--- config.mk ---
export PLATFORM = sky130hd
export DESIGN_NAME = work_loader
export DESIGN_NICKNAME = d
export VERILOG_FILES = /design/src/rtl/miner_pkg.sv /design/src/rtl/frame_timeout_counter.sv /design/src/rtl/work_loader.sv
export SDC_FILE = /design/constraint.sdc
export NUM_CORES = 2
export LEC_CHECK = 0
export BUFFER_PORTS_ARGS = -buffer_cell sky130_fd_sc_hd__buf_2
export CORE_MARGIN = 2
export CORE_UTILIZATION = 35
export CTS_BUF_LIST = sky130_fd_sc_hd__clkbuf_4 sky130_fd_sc_hd__clkbuf_8
export CTS_CLUSTER_DIAMETER = 80
export DETAILED_ROUTE_END_ITERATION = 16
export PLACE_DENSITY_LB_ADDON = 0.1
export SETUP_SLACK_MARGIN = 0.2
export SYNTH_ARGS = -nofsm -noshare
export SYNTH_HDL_FRONTEND = slang
export SYNTH_SLANG_ARGS = --single-unit
--- constraint.sdc ---
create_clock -name clk -period 1.7 [get_ports clk]
set_input_delay 0.34 -clock clk [delete_from_list [all_inputs] [get_ports clk]]
set_output_delay 0.34 -clock clk [all_outputs]
set_load 0.01 [all_outputs]
--- src/rtl/miner_pkg.sv ---
// Shared types and widths for the mining datapath.
// Used by the work loader and the miner core.
package miner_pkg;

  localparam int HEADER_W = 608;
  localparam int TARGET_W = 256;
  localparam int NONCE_W  = 32;

  localparam logic [7:0] SYNC_BYTE = 8'hA5;

  typedef enum logic [1:0] {
    IDLE,
    PAYLOAD,
    CHECK,
    COMMIT
  } state_e;

endpackage

--- src/rtl/frame_timeout_counter.sv ---
// Inter-byte idle watchdog for a frame in flight.
// expired fires on the idle cycle that would reach LIMIT.
module frame_timeout_counter #(
  parameter int LIMIT = 50000
) (
  input  logic clk,
  input  logic rst,
  input  logic enable,
  input  logic kick,
  output logic expired
);

  localparam int W = $clog2(LIMIT + 1);

  logic [W-1:0] cnt;

  // a byte on the limit cycle kicks first, so it always wins
  assign expired = enable && !kick
                && (cnt == W'(LIMIT - 1));

  always_ff @(posedge clk) begin
    if (rst || !enable || kick || expired) begin
      cnt <= '0;
    end else begin
      cnt <= cnt + 1'b1;
    end
  end

endmodule

--- src/rtl/work_loader.sv ---
// Framed byte-stream receiver that assembles header/target
// and commits checksum-verified jobs atomically to the miner.
module work_loader #(
  parameter int HEADER_BYTES = miner_pkg::HEADER_W / 8,
  parameter int TARGET_BYTES = miner_pkg::TARGET_W / 8,
  parameter logic [7:0] SYNC_BYTE = miner_pkg::SYNC_BYTE,
  parameter int TIMEOUT_CYCLES = 50000
) (
  input  logic                      clk,
  input  logic                      rst,
  input  logic [7:0]                in_data,
  input  logic                      in_valid,
  output logic                      in_ready,
  output logic [8*HEADER_BYTES-1:0] header,
  output logic [8*TARGET_BYTES-1:0] target,
  output logic                      work_valid,
  output logic [7:0]                work_id,
  output logic                      err_checksum,
  output logic                      err_timeout
);

  import miner_pkg::*;

  localparam int FRAME_BYTES = HEADER_BYTES + TARGET_BYTES;
  localparam int HW = 8 * HEADER_BYTES;
  localparam int TW = 8 * TARGET_BYTES;
  localparam int SW = HW + TW;
  localparam int CNT_W = $clog2(FRAME_BYTES);
  localparam logic [CNT_W-1:0] LAST = CNT_W'(FRAME_BYTES - 1);

  state_e           state;
  logic [CNT_W-1:0] byte_cnt;
  logic [7:0]       acc;
  logic [SW-1:0]    shadow;
  logic             accept;
  logic             busy;
  logic             expired;

  assign accept = in_valid && in_ready;
  assign busy   = (state == PAYLOAD) || (state == CHECK);

  frame_timeout_counter #(
    .LIMIT (TIMEOUT_CYCLES)
  ) u_timeout (
    .clk     (clk),
    .rst     (rst),
    .enable  (busy),
    .kick    (accept),
    .expired (expired)
  );

  always_ff @(posedge clk) begin
    if (rst) begin
      state        <= IDLE;
      byte_cnt     <= '0;
      acc          <= '0;
      shadow       <= '0;
      header       <= '0;
      target       <= '0;
      work_valid   <= 1'b0;
      work_id      <= '0;
      err_checksum <= 1'b0;
      err_timeout  <= 1'b0;
      in_ready     <= 1'b0;
    end else begin
      work_valid   <= 1'b0;
      err_checksum <= 1'b0;
      err_timeout  <= 1'b0;
      in_ready     <= 1'b1;
      unique case (state)
        IDLE: begin
          if (accept && in_data == SYNC_BYTE) begin
            state    <= PAYLOAD;
            byte_cnt <= '0;
            acc      <= '0;
          end
        end
        PAYLOAD: begin
          if (accept) begin
            // shifting MSB-first lands byte 0 at the header top
            shadow <= {shadow[SW-9:0], in_data};
            acc    <= acc ^ in_data;
            if (byte_cnt == LAST) begin
              byte_cnt <= '0;
              state    <= CHECK;
            end else begin
              byte_cnt <= byte_cnt + 1'b1;
            end
          end else if (expired) begin
            state       <= IDLE;
            err_timeout <= 1'b1;
          end
        end
        CHECK: begin
          if (accept) begin
            if (in_data == acc) begin
              state    <= COMMIT;
              in_ready <= 1'b0;
            end else begin
              state        <= IDLE;
              err_checksum <= 1'b1;
            end
          end else if (expired) begin
            state       <= IDLE;
            err_timeout <= 1'b1;
          end
        end
        COMMIT: begin
          header     <= shadow[SW-1 -: HW];
          target     <= shadow[TW-1:0];
          work_valid <= 1'b1;
          work_id    <= work_id + 1'b1;
          state      <= IDLE;
        end
        default: state <= IDLE;
      endcase
    end
  end

endmodule

# Word-level counts from Yosys, hierarchy flattened

Index checks and enable logic that the tools add are counted.

Flip-flop bits (word level): 1773
RAM bits: 0
Output and inout port bits: 876
Bits in read-only memories: 0
Logic and storage cells: 66
Bits in latches: 0
Memories kept: 0
Input port bits: 11

$add $sub $neg: 3
Divide/modulo/power cells: 0
Multiply operators: 0
Multiplexer cells: 19
Shift-type cells: 0
Order comparisons: 0
Bitwise operators: 4
Reductions and logical operators: 18
Equality and inequality tests: 10

Operators with widths:

| kind                                                  | count |
|---|---|
| 2-to-1 mux 7 bit                                      | 3 |
| adder 16 x 1 -> 16 bit, second input constant         | 1 |
| == test 16 bit, second input constant                 | 1 |
| 2-to-1 mux 8 bit                                      | 2 |
| one-hot mux 8 bit (2 select lines)                    | 1 |
| one-hot mux 7 bit (2 select lines)                    | 1 |
| 2-to-1 mux 2 bit                                      | 6 |
| adder 8 x 1 -> 8 bit, second input constant           | 1 |
| == test 8 bit                                         | 1 |
| == test 8 bit, second input constant                  | 1 |
| one-hot mux 2 bit (4 select lines)                    | 1 |
| XOR 8 bit                                             | 1 |
| adder 7 x 1 -> 7 bit, second input constant           | 1 |
| == test 7 bit, second input constant                  | 1 |
| OR reduction 3 bit                                    | 2 |
| 2-to-1 mux 1 bit                                      | 5 |
| == test 2 bit, second input constant                  | 2 |
| logical AND 1 bit                                     | 4 |
| logical OR 1 bit                                      | 4 |
| inequality test 2 bit, second input constant          | 2 |
| AND reduction 2 bit                                   | 2 |
| inequality test 3 x 2 -> 1 bit, second input constant | 1 |
| NOT 1 bit                                             | 3 |
| AND reduction 3 bit                                   | 1 |
| other kinds (5)                                       | 6 |

# Logic depth before layout (Yosys ltp)

Word-level depth: 7
Depth in mapped cells: 8
Mapped depth without buffers: 7

# By module

A second synthesis with hierarchy kept.

Cells, all modules: 6791
Area total of the unflattened synthesis: 61707.9 µm²

Modules (own cells, without submodules):

| module                | times used | area an instance (µm²) | cells an instance |
|---|---|---|---|
| work_loader           | 1          | 60922.2                | 6709 |
| frame_timeout_counter | 1          | 785.8                  | 82 |

# Worst setup path before layout

No wires, ideal clock.

Kind: flip-flop to flip-flop
From: register state[1]
To: register shadow[803]
Buffers on the path: 3
Setup time: 70 ps
Data arrival time: 1743 ps
Path slack: -114 ps
Stages on the path, launching flop included: 9
Cell sequence: dfxtp_1 inv_1 ha_1 nand3_1 clkbuf_1 clkbuf_1 clkbuf_1 nand2_1 a21oi_1

Word-level cells in the longest chain between the ends: 2

Ends and longest elaborated chain:

| what                          | line              | source |
|---|---|---|
| start, declared               | work_loader.sv:31 | `state_e state;` |
| start signal, assigned        | work_loader.sv:54 | `state <= IDLE;` |
| start signal, assigned        | work_loader.sv:73 | `state <= PAYLOAD;` |
| start signal, assigned        | work_loader.sv:85 | `state <= CHECK;` |
| == test 2 x 1 -> 1 bit        | work_loader.sv:70 | `unique case (state)` |
| AND reduction 2 bit (no line) | -                 |  |
| end signal, assigned          | work_loader.sv:81 | `shadow <= {shadow[SW-9:0], in_data};` |
| end, declared                 | work_loader.sv:34 | `logic [SW-1:0] shadow;` |

No other way between the ends.
A chain may end at the register's enable or synchronous reset.

# Worst setup path in the final report

From: register in_ready
To: output in_ready

RTL lines:

| what                   | line              | source |
|---|---|---|
| start, declared        | work_loader.sv:13 | `output logic in_ready,` |
| start signal, assigned | work_loader.sv:64 | `in_ready <= 1'b0;` |
| start signal, assigned | work_loader.sv:69 | `in_ready <= 1'b1;` |
| start signal, assigned | work_loader.sv:98 | `in_ready <= 1'b0;` |

No word-level cell between the ends.

==> summary.md <==
| Metric | Value |
|---|---|
| Power Density | 990 nW/um^2 |
| P_int | between 0.06 and 0.07 W |
| Slowest stage cell, crit path | dfxtp_2 |
| WS Path Type | register to primary output |
| Worst r2r path cells | 9 |
| DRC viols | 0 |
| Delay-heaviest family, CP | flip-flops |
| Critical Path AT | between 1.5 and 2 ns |
| WL/cell | about 19 um |
| Placed inst area | around 71000 um^2 |
| Clock power frac | a little under half |
| Layout Nets | slightly above 8000 |
| Failing checks | setup timing |
| Vias in the first global route | approximately 48000 |
| Initial DRC Count | 2404 |
| Worst-Margin Slew | 0.522 ns |
| Fraction of layout cells with a size suffix above 1 | approximately 36% |
| Post-DRT Antenna Nets | 0 |
| Layout fillers | ~16000 |
| Placer Congestion | around 0.80 |
| Sw Share | 23.0% |
| Worst path depth | 2 |
| Global-route wire length before repair | 299 mm |
| Worst-path maximum fanout | 3 |
| Hold Crit Start | in_data[5] |
| Sequential power share | between 40% and 50% |
| Req. time, crit path | 1.36 ns |
| # rows | roughly 150 |
| Relative slew margins | between 60% and 70% |
| Synth Register Bits | about 1800 |
| Input/output buffers | 886 |
| Routed vias/inst | 4.75 |
| Vias | ~50000 |
| Drt total wl | between 200 and 250 mm |
| Worst hold margin | 0.303 ns |
| Final worst slack | -0.168 ns |
| Critical Path Source Type | register |
| Outcome | complete, but fails checks |
| Synth Net Count | 6803 |
| Reg clk slew, reported paths | roughly 0.060 ns |
| R2R Setup Slk | -0.11 ns |
| Final Hold Vio Count | 0 |
| Crit. End Element | primary output |
| Most used DFF post-synth | dfxtp_1 |
| Comb pwr share | 5.4% |
| Avg Synthesized Cell Area | just over 9 um^2 |
| Synth Instances | 6784 |
| Top Ports | 887 |
| Register area | around 37000 um^2 |
| Multi-input logic area | approximately 25000 um^2 |
| Final Cell Area | about 88000 um^2 |
| Clk sinks | 1773 |
| Ys async rst share | 0% |
| Final Cycle Share | 110% |
| Layout Skew | between 0.06 and 0.07 ns |
| Worst-Skew Late Latency | about 1.0 ns |
| Layout area overhead | 44.0% |
| Sw power | slightly above 0.02 W |
| Final setup fails | approximately 1200 |
| Die height | around 420 um |
| CP max stage delay | about 0.33 ns |
| Worst path cell trace | buf_6 -> buf_6 |
| Antenna violations before repair | 1 |
| Global Route Usage Sum | 21.5% |
| Core box area | 174000 um^2 |
| Max-slew violations | 0 |
| Max IR drop VDD | 0.766 mV |
| RSZ-0062 raised after global routing | yes |
| Sequential-to-total area share from yosys stat | 57.8% |
| Clock Path Buffers | 4 |
| CTS tree | yes |
| Achievable Freq | approximately 540 MHz |
| CP Buf/Inv Count | 2 |
| Die Wd | ~420 um |
| Worst setup path start | in_ready |
| Initial core utilization | about a third |
| Commonest non-fill, non-tap cells in the layout | nand2_1 (1694), dfxtp_1 (916), nor2_1 (898), buf_6 (867), mux2i_1 (865) |
| FF-to-FF End | state[1] |
| GRT overflow | 0 |
| Min-delay worst type | primary input to register |
| Clock root cell | clkbuf_8 |
| Post-synth EDFFs | 0 |
| H-Tree Depth | 5 |
| Final Core Density | 50.8% |
| Pre-antenna DRT Iters | 8 |
| Hold Path Depth | 5 |
| Hold Path End | shadow[5] |
| Crit path time final | approximately 1.9 ns |
| Commonest non-fill, non-tap cell in the layout | nand2_1 |
| CTS buffer count | 322 |
| Mapped cell area | around 60000 um^2 |
| Die ar. | 179000 um^2 |
| Lkg Pwr | ~33 nW |
| Distinct cells, synth | 45 |
| Dpl hpwl | approximately 130 mm |
| Pin count of the biggest net entering global routing | 86 |
| Critical Path Most Common Cell | buf_6 |
| Setup TNS | -97.09 ns |
| RR Startpoint | state[1] |
| Max-cap violations | 0 |
| Ys Warns | 0 |
power groups by stage:
stage / clock network [W] / registers, W / logic, W
floorplan: 0 / 0.0425 / 0.00177
global placement: 0 / 0.0425 / 0.00321
detailed placement: 0 / 0.0425 / 0.00321
CTS: 0.0428 / 0.0414 / 0.00436
global route: 0.0448 / 0.0413 / 0.00498
finish: 0.0415 / 0.0413 / 0.00469
state kept, by name (all words and copies together) (netlist names):
register,flops
shadow,864
header,608
target,256
u_timeout.cnt,16
acc,8
work_id,8
byte_cnt,7
state,2
err_checksum,1
err_timeout,1
in_ready,1
work_valid,1
per-layer routing:
metal  vias up  global-route usage (%)  routed length [um]
met5         -                       0                   0
met4         0                    9.48                8950
met3       372                    4.36                9300
met2      1190                    36.4               99700
met1     24000                    26.2               86000
li1      24800                       -                   -
through the flow:
| stage | instances | total power [W] | worst slack (ns) |
|---|---|---|---|
| 2_1_floorplan | 6784 | 0.0443 | -0.00711 |
| 3_3_place_gp | 9825 | 0.0457 | -0.372 |
| 3_5_place_dp | 9825 | 0.0457 | -0.367 |
| 4_1_cts | 10500 | 0.0885 | -0.331 |
| 5_1_grt | 10600 | 0.0911 | -0.307 |
| 6_report | 10600 | 0.0876 | -0.168 |
cell type report:
cell class	count	area share (%)
sequential	1773	41.8
multi-input combinational	4517	27.9
timing repair buffer	1430	19.5
clock buffer	518	7.26
tap	2325	3.29
clock inverter	17	0.190
inverter	6	0.0311
antenna	1	0.00283
tightest hold or removal path, cell delays in order:
cell and delay [ns]:
dlygate4sd3_1 0.53, buf_2 0.11, buf_4 0.14, nand2_2 0.05, a21oi_2 0.09
how the worst max path moves through the flow:
stage                              to  slack, ns
final                        in_ready      -0.17
after CTS                    in_ready      -0.33
after global placement    shadow[415]      -0.37
after global routing         in_ready      -0.31
after detailed placement  shadow[415]      -0.37
after floorplan              state[1]     -0.007
synthesized netlist by cell type (all sizes together) (2+ instances only):
cell type | count | area (um^2)
clkbuf | 367 | 1380
nor3 | 5 | 25.0
a21o | 2 | 15.0
or4 | 2 | 18.8
buf | 121 | 578
nor2b | 2 | 12.5
xor2 | 10 | 87.6
nor3b | 2 | 20.0
dfxtp | 1773 | 35500
a21oi | 876 | 4380
or3 | 3 | 20.0
nor2 | 901 | 3390
inv | 6 | 22.5
o21ai | 7 | 35.0
ha | 8 | 100
mux2i | 865 | 8660
xnor2 | 23 | 201
nand2 | 1758 | 6610
nand4 | 6 | 37.5
and3 | 7 | 46.3
a31oi | 3 | 18.8
nor4 | 6 | 37.5
a311oi | 7 | 61.3
nand3b | 2 | 15.0
nand3 | 10 | 50.1
repair_timing:
item / 4_1_cts / 5_1_grt
endpoints found under the hold margin: 1041 / 0
hold buffers: 10 / 0
resized for setup: 836 / 1617
setup buffers: 56 / 107
gates cloned: 41 / 12
pin swaps: 56 / 49
endpoints found under the setup margin: 2463 / 2592
logic make-up (layout without fill, tap and decap cells):
logic type / count (synthesis) / count (layout) / synth area share (%)
DFF: 1773 / 1773 / 57.8
adders and majority gates: 8 / 8 / 0.163
AOI/OAI and AO/OA: 901 / 901 / 7.45
buffers and inverters: 494 / 1971 / 3.22
other: 0 / 1 / 0
muxes: 865 / 865 / 14.1
and+or+nand+nor: 2710 / 2710 / 16.8
xor gates and xnor gates: 33 / 33 / 0.471
(Power assumes the default switching activity.)
